--- config.mk ---
export PLATFORM = sky130hd
export DESIGN_NAME = seg7_scan_counter
export DESIGN_NICKNAME = d
export VERILOG_FILES = /design/src/rtl/seg7_pkg.sv /design/src/rtl/bcd_digit.sv /design/src/rtl/seg7_scan_counter.sv
export SDC_FILE = /design/constraint.sdc
export NUM_CORES = 1
export LEC_CHECK = 0
export CAP_MARGIN = 30
export CORE_ASPECT_RATIO = 1.25
export CORE_MARGIN = 5
export CORE_UTILIZATION = 28
export CTS_BUF_LIST = sky130_fd_sc_hd__clkbuf_2
export DETAILED_ROUTE_END_ITERATION = 7
export PLACE_DENSITY = 0.51
export REMOVE_ABC_BUFFERS = 1
export SLEW_MARGIN = 10
export SYNTH_ARGS = -nofsm -noshare
export SYNTH_HDL_FRONTEND = slang
export SYNTH_HIERARCHICAL = 1
export SYNTH_SLANG_ARGS = --single-unit
--- constraint.sdc ---
create_clock -name clk -period 4.2 [get_ports clk]
set_input_delay 0.84 -clock clk [delete_from_list [all_inputs] [get_ports clk]]
set_output_delay 0.84 -clock clk [all_outputs]
set_load 0.01 [all_outputs]
--- src/rtl/seg7_pkg.sv ---
// Shared types and the 7-segment decode table for the scanned BCD counter.
package seg7_pkg;

  typedef logic [3:0] bcd_t;

  // Segment patterns for digits 0..9, bit 0 = segment a.
  localparam logic [6:0] SEG_LUT [10] = '{
    7'h3F, 7'h06, 7'h5B, 7'h4F, 7'h66, 7'h6D, 7'h7D, 7'h07, 7'h7F, 7'h6F
  };

  function automatic logic [6:0] seg_decode(bcd_t d);
    logic [6:0] s;
    if (d > 4'd9) begin
      s = 7'b0;
    end else begin
      s = SEG_LUT[d];
    end
    return s;
  endfunction

endpackage

--- src/rtl/bcd_digit.sv ---
// One decade of the BCD counter: load, increment or decrement with carry/borrow out.
module bcd_digit
  import seg7_pkg::*;
(
  input  logic clk,
  input  logic rst_n,
  input  logic ena,
  input  logic inc,
  input  logic dec,
  input  logic load,
  input  bcd_t d,
  output bcd_t q,
  output logic carry_out,
  output logic borrow_out
);

  bcd_t q_q, q_d;

  always_comb begin
    q_d = q_q;
    if (load) begin
      q_d = (d > 4'd9) ? 4'd0 : d;
    end else if (inc) begin
      q_d = (q_q == 4'd9) ? 4'd0 : q_q + 4'd1;
    end else if (dec) begin
      q_d = (q_q == 4'd0) ? 4'd9 : q_q - 4'd1;
    end
  end

  always_ff @(posedge clk or negedge rst_n) begin
    if (!rst_n) begin
      q_q <= 4'd0;
    end else if (ena) begin
      q_q <= q_d;
    end
  end

  assign q          = q_q;
  assign carry_out  = inc & ~load & (q_q == 4'd9);
  assign borrow_out = dec & ~load & (q_q == 4'd0);

endmodule

--- src/rtl/seg7_scan_counter.sv ---
// N-digit BCD up/down counter with prescaler and a time-multiplexed 7-segment driver.
module seg7_scan_counter
  import seg7_pkg::*;
#(
  parameter int unsigned DIGITS      = 4,
  parameter int unsigned PRESCALE    = 1000000,
  parameter int unsigned SCAN_DIV    = 1000,
  parameter bit          SEG_ACT_LOW = 1'b0,
  parameter bit          SEL_ACT_LOW = 1'b0
) (
  input  logic                  clk,
  input  logic                  rst_n,
  input  logic                  ena,
  input  logic                  count_en,
  input  logic                  up_dn,
  input  logic                  load,
  input  logic [4*DIGITS-1:0]   load_val,
  input  logic                  blank_lz,
  output logic [4*DIGITS-1:0]   value,
  output logic                  wrap,
  output logic [6:0]            seg,
  output logic                  dp,
  output logic [DIGITS-1:0]     dig_sel
);

  localparam int unsigned PW = (PRESCALE > 1) ? $clog2(PRESCALE) : 1;
  localparam int unsigned SW = (SCAN_DIV > 1) ? $clog2(SCAN_DIV) : 1;
  localparam int unsigned IW = (DIGITS > 1) ? $clog2(DIGITS) : 1;
  localparam logic [PW-1:0] PRE_LAST  = PW'(PRESCALE - 1);
  localparam logic [SW-1:0] SCAN_LAST = SW'(SCAN_DIV - 1);
  localparam logic [IW-1:0] IDX_LAST  = IW'(DIGITS - 1);

  logic [PW-1:0] pre_q, pre_d;
  logic          tick;

  always_comb begin
    tick  = count_en && (pre_q == PRE_LAST);
    pre_d = pre_q;
    if (load) begin
      pre_d = '0;
    end else if (count_en) begin
      pre_d = tick ? '0 : pre_q + 1'b1;
    end
  end

  // Ripple chain: digit 0 is fed by the tick, each higher digit by the one below.
  logic [DIGITS:0] carry, borrow;
  bcd_t            digit_q [DIGITS];

  assign carry[0]  = tick & up_dn & ~load;
  assign borrow[0] = tick & ~up_dn & ~load;

  for (genvar i = 0; i < DIGITS; i++) begin : g_digit
    bcd_digit u_digit (
      .clk       (clk),
      .rst_n     (rst_n),
      .ena       (ena),
      .inc       (carry[i]),
      .dec       (borrow[i]),
      .load      (load),
      .d         (load_val[4*i +: 4]),
      .q         (digit_q[i]),
      .carry_out (carry[i+1]),
      .borrow_out(borrow[i+1])
    );
  end

  always_comb begin
    value = '0;
    for (int i = 0; i < DIGITS; i++) begin
      value[4*i +: 4] = digit_q[i];
    end
  end

  // wrap is a pulse, so it always reloads instead of holding with ena.
  logic wrap_q, wrap_d;
  assign wrap_d = ena & (carry[DIGITS] | borrow[DIGITS]);
  assign wrap   = wrap_q & ena;

  logic [SW-1:0] scan_cnt_q, scan_cnt_d;
  logic [IW-1:0] scan_idx_q, scan_idx_d;

  always_comb begin
    scan_cnt_d = scan_cnt_q + 1'b1;
    scan_idx_d = scan_idx_q;
    if (scan_cnt_q == SCAN_LAST) begin
      scan_cnt_d = '0;
      scan_idx_d = (scan_idx_q == IDX_LAST) ? '0 : scan_idx_q + 1'b1;
    end
  end

  logic [6:0]        seg_q, seg_d, seg_raw;
  logic              dp_q, dp_d;
  logic [DIGITS-1:0] sel_q, sel_d, sel_raw;
  logic              lead_zero, blank;

  always_comb begin
    // Walk from the top digit down; the selected digit blanks only if all above it are zero too.
    lead_zero = 1'b1;
    blank     = 1'b0;
    for (int i = DIGITS - 1; i >= 0; i--) begin
      lead_zero = lead_zero & (digit_q[i] == 4'd0);
      if (i == int'(scan_idx_q)) begin
        blank = lead_zero && (i != 0);
      end
    end
    seg_raw = (blank_lz && blank) ? 7'b0 : seg_decode(digit_q[scan_idx_q]);
    sel_raw = '0;
    sel_raw[scan_idx_q] = 1'b1;
    seg_d = seg_raw ^ {7{SEG_ACT_LOW}};
    dp_d  = (scan_idx_q == '0) ^ SEG_ACT_LOW;
    sel_d = sel_raw ^ {DIGITS{SEL_ACT_LOW}};
  end

  always_ff @(posedge clk or negedge rst_n) begin
    if (!rst_n) begin
      pre_q      <= '0;
      scan_cnt_q <= '0;
      scan_idx_q <= '0;
      wrap_q     <= 1'b0;
      seg_q      <= {7{SEG_ACT_LOW}};
      dp_q       <= SEG_ACT_LOW;
      sel_q      <= {DIGITS{SEL_ACT_LOW}};
    end else begin
      wrap_q <= wrap_d;
      if (ena) begin
        pre_q      <= pre_d;
        scan_cnt_q <= scan_cnt_d;
        scan_idx_q <= scan_idx_d;
        seg_q      <= seg_d;
        dp_q       <= dp_d;
        sel_q      <= sel_d;
      end
    end
  end

  assign seg     = seg_q;
  assign dp      = dp_q;
  assign dig_sel = sel_q;

endmodule
Yosys cells after proc, flatten, opt, wreduce, memory -nomap -nowiden
Memories as Yosys holds them, arrays and structs flattened.
Index checks and enable logic that the tools add are counted.
Storage, ports and cells
  register bits: 61
  bits in latches: 0
  memory bits (writable): 0
  bits in read-only memories: 112
  input bits: 23
  output and inout bits: 29
  logic and storage cells: 133
  memories: 1
Cells by class
  add/sub/neg operators: 11
  multipliers: 0
  divide/modulo/power cells: 0
  magnitude comparators: 9
  equal/unequal tests: 10
  shift operators: 0
  multiplexer cells: 42
  bitwise operators: 29
  reductions and logical operators: 20
Memories
  (no name shown): words 16, width 7, read ports 1, clocked after Yosys merged registers in 0, wr ports 0, RTL line seg7_pkg.sv:16  | s = SEG_LUT[d];
Operators with widths (count)
  4-bit two-way mux: 26
  20-bit two-way mux: 3
  7-bit two-way mux: 4
  1-bit AND: 24
  20-bit by 1-bit adder with 20-bit output (second input constant): 1
  20-bit equality test (second input constant): 1
  4-bit greater-than comparator (second input constant): 5
  4-bit by 1-bit adder with 4-bit output (second input constant): 4
  4-bit equality test (second input constant): 4
  4-bit zero test: 4
  4-bit by 1-bit subtractor with 4-bit output (second input constant): 4
  2-bit AND reduction: 6
  3-bit nonzero test: 4
  10-bit by 1-bit adder with 10-bit output (second input constant): 1
  10-bit equality test (second input constant): 1
  10-bit two-way mux: 1
  4-bit binary-select mux with 2-bit select: 1
  5-bit greater-or-equal comparator (second input constant): 1
  1-bit two-way mux: 5
  4-bit NOT with 5-bit output: 1
  2-bit equality test (first input constant): 2
  2-bit zero test: 2
  3-bit greater-or-equal comparator (second input constant): 1
  1-bit logical AND: 3
  11 further kinds: 12

Longest topological paths before layout
  depth after elaboration: 14
  mapped depth: 15
  depth with buffers taken out: 15

Cells and area by module
Netlist, hierarchy kept.
Modules (own cells, without submodules)
  seg7_scan_counter: instances 1, cells an instance 254, area an instance 2512.4 µm², sequential area each 1101.1 µm²
  bcd_digit: instances 4, cells an instance 51, area an instance 377.9 µm², sequential area each 100.1 µm²

Worst setup path before layout
No wires, ideal clock.
  path kind: input to register
  start: input count_en
  end: register g_digit[3].u_digit.q_q[2]
  library setup time: 0.079 ns
  data arrival time: 4.672 ns
  required time: 4.121 ns
  path slack: -0.551 ns
  cell stages on the path: 14
  buffers on the path: 0
  path through: nand4_1 -> nor2_1 -> nand3_1 -> nor3b_1 -> nand2b_1 -> nor4_1 -> nand2b_1 -> nor4_1 -> nand2b_1 -> nor4_1 -> nand3_1 -> o311a_1 -> a211oi_1 -> a2bb2oi_1
Between the ends
  longest elaborated chain between the ends: 11
  elaborated cells on any way between the ends: 21
  classes of those cells: mux (2); bitwise (16); reduce/logical (3)
RTL lines
  start, declared: RTL line seg7_scan_counter.sv:14  | input logic count_en,
  1-bit logical AND (*): RTL line seg7_scan_counter.sv:37  | tick = count_en && (pre_q == PRE_LAST);
  1-bit AND (*) (2 in a row): RTL line seg7_scan_counter.sv:50  | assign carry[0] = tick & up_dn & ~load;
  named net carry[0]: RTL line seg7_scan_counter.sv:47  | logic [DIGITS:0] carry, borrow;
  1-bit AND (*) (2 in a row): RTL line bcd_digit.sv:39  | assign carry_out = inc & ~load & (q_q == 4'd9);
  named net carry[1]: RTL line seg7_scan_counter.sv:47
  1-bit AND (*) (2 in a row): RTL line bcd_digit.sv:39
  named net carry[2]: RTL line seg7_scan_counter.sv:47
  1-bit AND (*) (2 in a row): RTL line bcd_digit.sv:39
  named net carry[3]: RTL line seg7_scan_counter.sv:47
  3-bit nonzero test (no source line) or 4-bit two-way mux (tied branches)
  2-bit AND reduction (no source line) or 4-bit two-way mux (tied branches)
  end signal, assigned: RTL line bcd_digit.sv:34  | q_q <= q_d;
  end, declared: RTL line bcd_digit.sv:17  | bcd_t q_q, q_d;
The timed path passes the listed nets; every way through them passes the cells marked *.
A chain may end at the register's enable or synchronous reset.

Worst setup path in the final report
Ends and elaborated chain as after synthesis.

==> out/qor.txt <==
Critical Path AT: 4.22 ns
Largest cells by area after synthesis: dfrtp_1 (37%), nor2_1 (5.7%), ha_1 (3.4%), nand2_1 (3.4%), o21ai_0 (3.4%)
Fin util: 34.22%
Routed via count: 3642
Setup_tns: 0 ns
Placer Congestion: 0.8598
Remaining DRCs: 0
WHS: 0.3546 ns
Vias in the first global route: 3540
R2r worst-path depth: 16
HPWL Detailed: 7639 µm
Layout Nets: 549
First-pass GRT wire length: 17410 µm
Predominant post-synthesis flop cell: dfrtp_1
Worst Setup End Kind: flip-flop
M2 GR Usage: 21.07%
Final Instance Area: 0.004867 mm²
Syn. warnings: 6
P_leak: 1.988 nW
Final Slew Violations: 0
CTS tree: yes
RSZ-0062 raised after global routing: no
Post-DRT Antenna Nets: 0
Clock Skews: 0.01964 ns
Hold Buf Count CTS: 0
Outcome: finished clean
Layout cells sized above 1: 11.15%
Routed length per instance: 15.21 µm
Worst min-delay path class: input pin to asynchronous set/reset pin
# rows: 49
Register area share after synthesis: 37.31%
Die width: 117.2 µm
Die area: 0.01688 mm²
VDD IR max: 0.1410 mV
Pwr/cell area: 361.8 mW/mm²
Final Hold Viols: 0
Total congestion overflow: 0
GRT Overall Usage: 13.03%
Worst Setup Start Kind: input pin
CTS sink count: 60
IO Count: 52
H-Tree Depth: 3
Top-area cell type share of the netlist area: 37.31%
Maxcap violations: 0
Mapped Area: 0.004024 mm²
Setup Fix Bufs, Post-CTS: 0
Gr busiest metal: met2
First-pass DRT Iterations: 4
Die height: 144.0 µm
Area of placed instances: 0.004726 mm²
Initial antenna violation count: 2
Detailed Route WL: 10630 µm
Grt met1 use: 16.76%
Required @ worst endpoint: 4.64 ns
Avg Cell Area, Syn: 8.786 µm²
Final setup viols: 0
Path type of the worst setup path: input pin to flip-flop
Fill count: 1510
Cell with the most instances after synthesis: nor2_1
Clk root buf: clkbuf_2
Register bit count reported by yosys: 60
Core box area: 0.01422 mm²
Peak fanout along the critical path: 8
Later-pin clock latency in the skew report: 0.50 ns
Post-CTS Resized: 0
EDFF count, synth: 0
Reg area: 0.001501 mm²
Via density: 5.210
First-iteration detailed-routing DRC count: 197
GR Layer Usage met3: 3.432%
Multi-input logic area: 0.002328 mm²
Synth Instances: 458
Period minus WS final: 3.778 ns
Synth async-reset ratio: 100.0%
Area Overhead vs Synth: 20.96%
Clk buf depth: 2
Cell taking the most area after synthesis: dfrtp_1
Initial core utilization: 28.29%
Post-synth cell types: 56
Relative slew margins: 43.31%
Worst Tran Pin Value: 0.8472 ns
Commonest cells in the netlist: nor2_1 (61), dfrtp_1 (60), nand2_1 (36)
Port buffer count: 51
Clock buffer count from CTS: 9
Fmax: 264.7 MHz
Largest net degree at the start of global routing: 48
Final period utilization: 89.96%
Reg clk slew, reported paths: 0.19 ns
==> routing by layer <==
layer | share of wire, % | up-vias
li1 | - | 1782
met1 | 46 | 1764
met2 | 48 | 75
met3 | 4.0 | 19
met4 | 1.5 | 2
met5 | 0.066 | -
==> registers in the layout, indices dropped and copies added (netlist names) <==
register	cells
scan_cnt_q	10
g_digit.u_digit/q	16
scan_idx_q	2
pre_q	20
seg	7
dig_sel	4
wrap_q	1
==> per-stage QoR <==
stage                     power [mW]  std cells  worst slack (ns)
after floorplan                1.094        441           -0.5511
after global placement         1.340        682          0.005364
after detailed placement       1.348        682           -0.1086
after CTS                      1.791        698            0.4452
after global routing           1.899        699            0.1247
final                          1.761        699            0.4215
==> layout by cell type (no fill, tap or decap), types with 12 or more instances in the layout <==
| cell type | Yosys | layout |
|---|---|---|
| dfrtp_1 | 60 | 60 |
| xnor2_1 | 13 | 13 |
| nor2_1 | 61 | 61 |
| buf_4 | 1 | 12 |
| nand2b_1 | 13 | 13 |
| o21ai_0 | 27 | 27 |
| clkdlybuf4s50_1 | 0 | 49 |
| nand4_1 | 16 | 16 |
| a21oi_1 | 18 | 18 |
| nand3_1 | 17 | 17 |
| nand2_1 | 36 | 36 |
| inv_1 | 18 | 18 |
==> power by group <==
part / switching, mW / leakage, nW / internal (mW)
Clock: 0.228 / 0.0781 / 0.199
Sequential: 0.153 / 0.758 / 0.657
Combinational: 0.251 / 1.15 / 0.273
Total: 0.632 / 1.99 / 1.13
==> final timing paths <==
check | from | to | slack [ns]
max in group asynchronous | rst_n | pre_q[10]$_DFFE_PN0P_ | 2.94
min in group clk | scan_cnt_q[8]$_DFFE_PN0P_ | scan_cnt_q[8]$_DFFE_PN0P_ | 0.52
worst max-delay path | count_en | g_digit[3].u_digit/q[2]$_DFFE_PN0P_ | 0.42
worst min register to register | scan_cnt_q[8]$_DFFE_PN0P_ | scan_cnt_q[8]$_DFFE_PN0P_ | 0.52
worst min-delay path | rst_n | scan_idx_q[0]$_DFFE_PN0P_ | 0.35
worst max register to register | pre_q[1]$_DFFE_PN0P_ | g_digit[3].u_digit/q[2]$_DFFE_PN0P_ | 0.59
==> area by class of cell <==
type / instances / area share [%]
multi-input cells: 359 / 47.84
flip-flops and latches: 60 / 30.85
repair buffers: 63 / 12.13
well taps: 178 / 4.576
clock inverters: 6 / 1.825
inverters: 22 / 1.697
clock buffers: 10 / 1.028
diodes: 1 / 0.05141
==> kinds of logic (layout without fill, tap and decap cells) <==
family / count (synthesis) / count (layout) / share of synthesized area (%)
AND/OR/NAND/NOR: 199 / 199 / 25.90
AO/OA/AOI/OAI: 114 / 114 / 19.28
flip-flops: 60 / 60 / 37.31
buffers and inverters: 39 / 101 / 4.819
XOR/XNOR: 22 / 22 / 4.789
multiplexers: 13 / 13 / 4.477
adder cells (fa/ha/maj): 11 / 11 / 3.420
other: 0 / 1 / 0
==> worst max-delay path, cell delays in order <==
cell             delay (ns)
clkdlybuf4s50_1        0.49
nand4_1                0.10
nor2_1                 0.22
nand3_1                0.14
nor3b_1                0.31
nand2b_1               0.09
nor4_1                 0.35
nand2b_1               0.10
nor4_1                 0.37
nand2b_1               0.10
nor4_1                 0.22
buf_4                  0.19
nand3_1                0.10
o311a_1                0.16
a211oi_1               0.22
a2bb2oi_1              0.20
(Power assumes the default switching activity.)
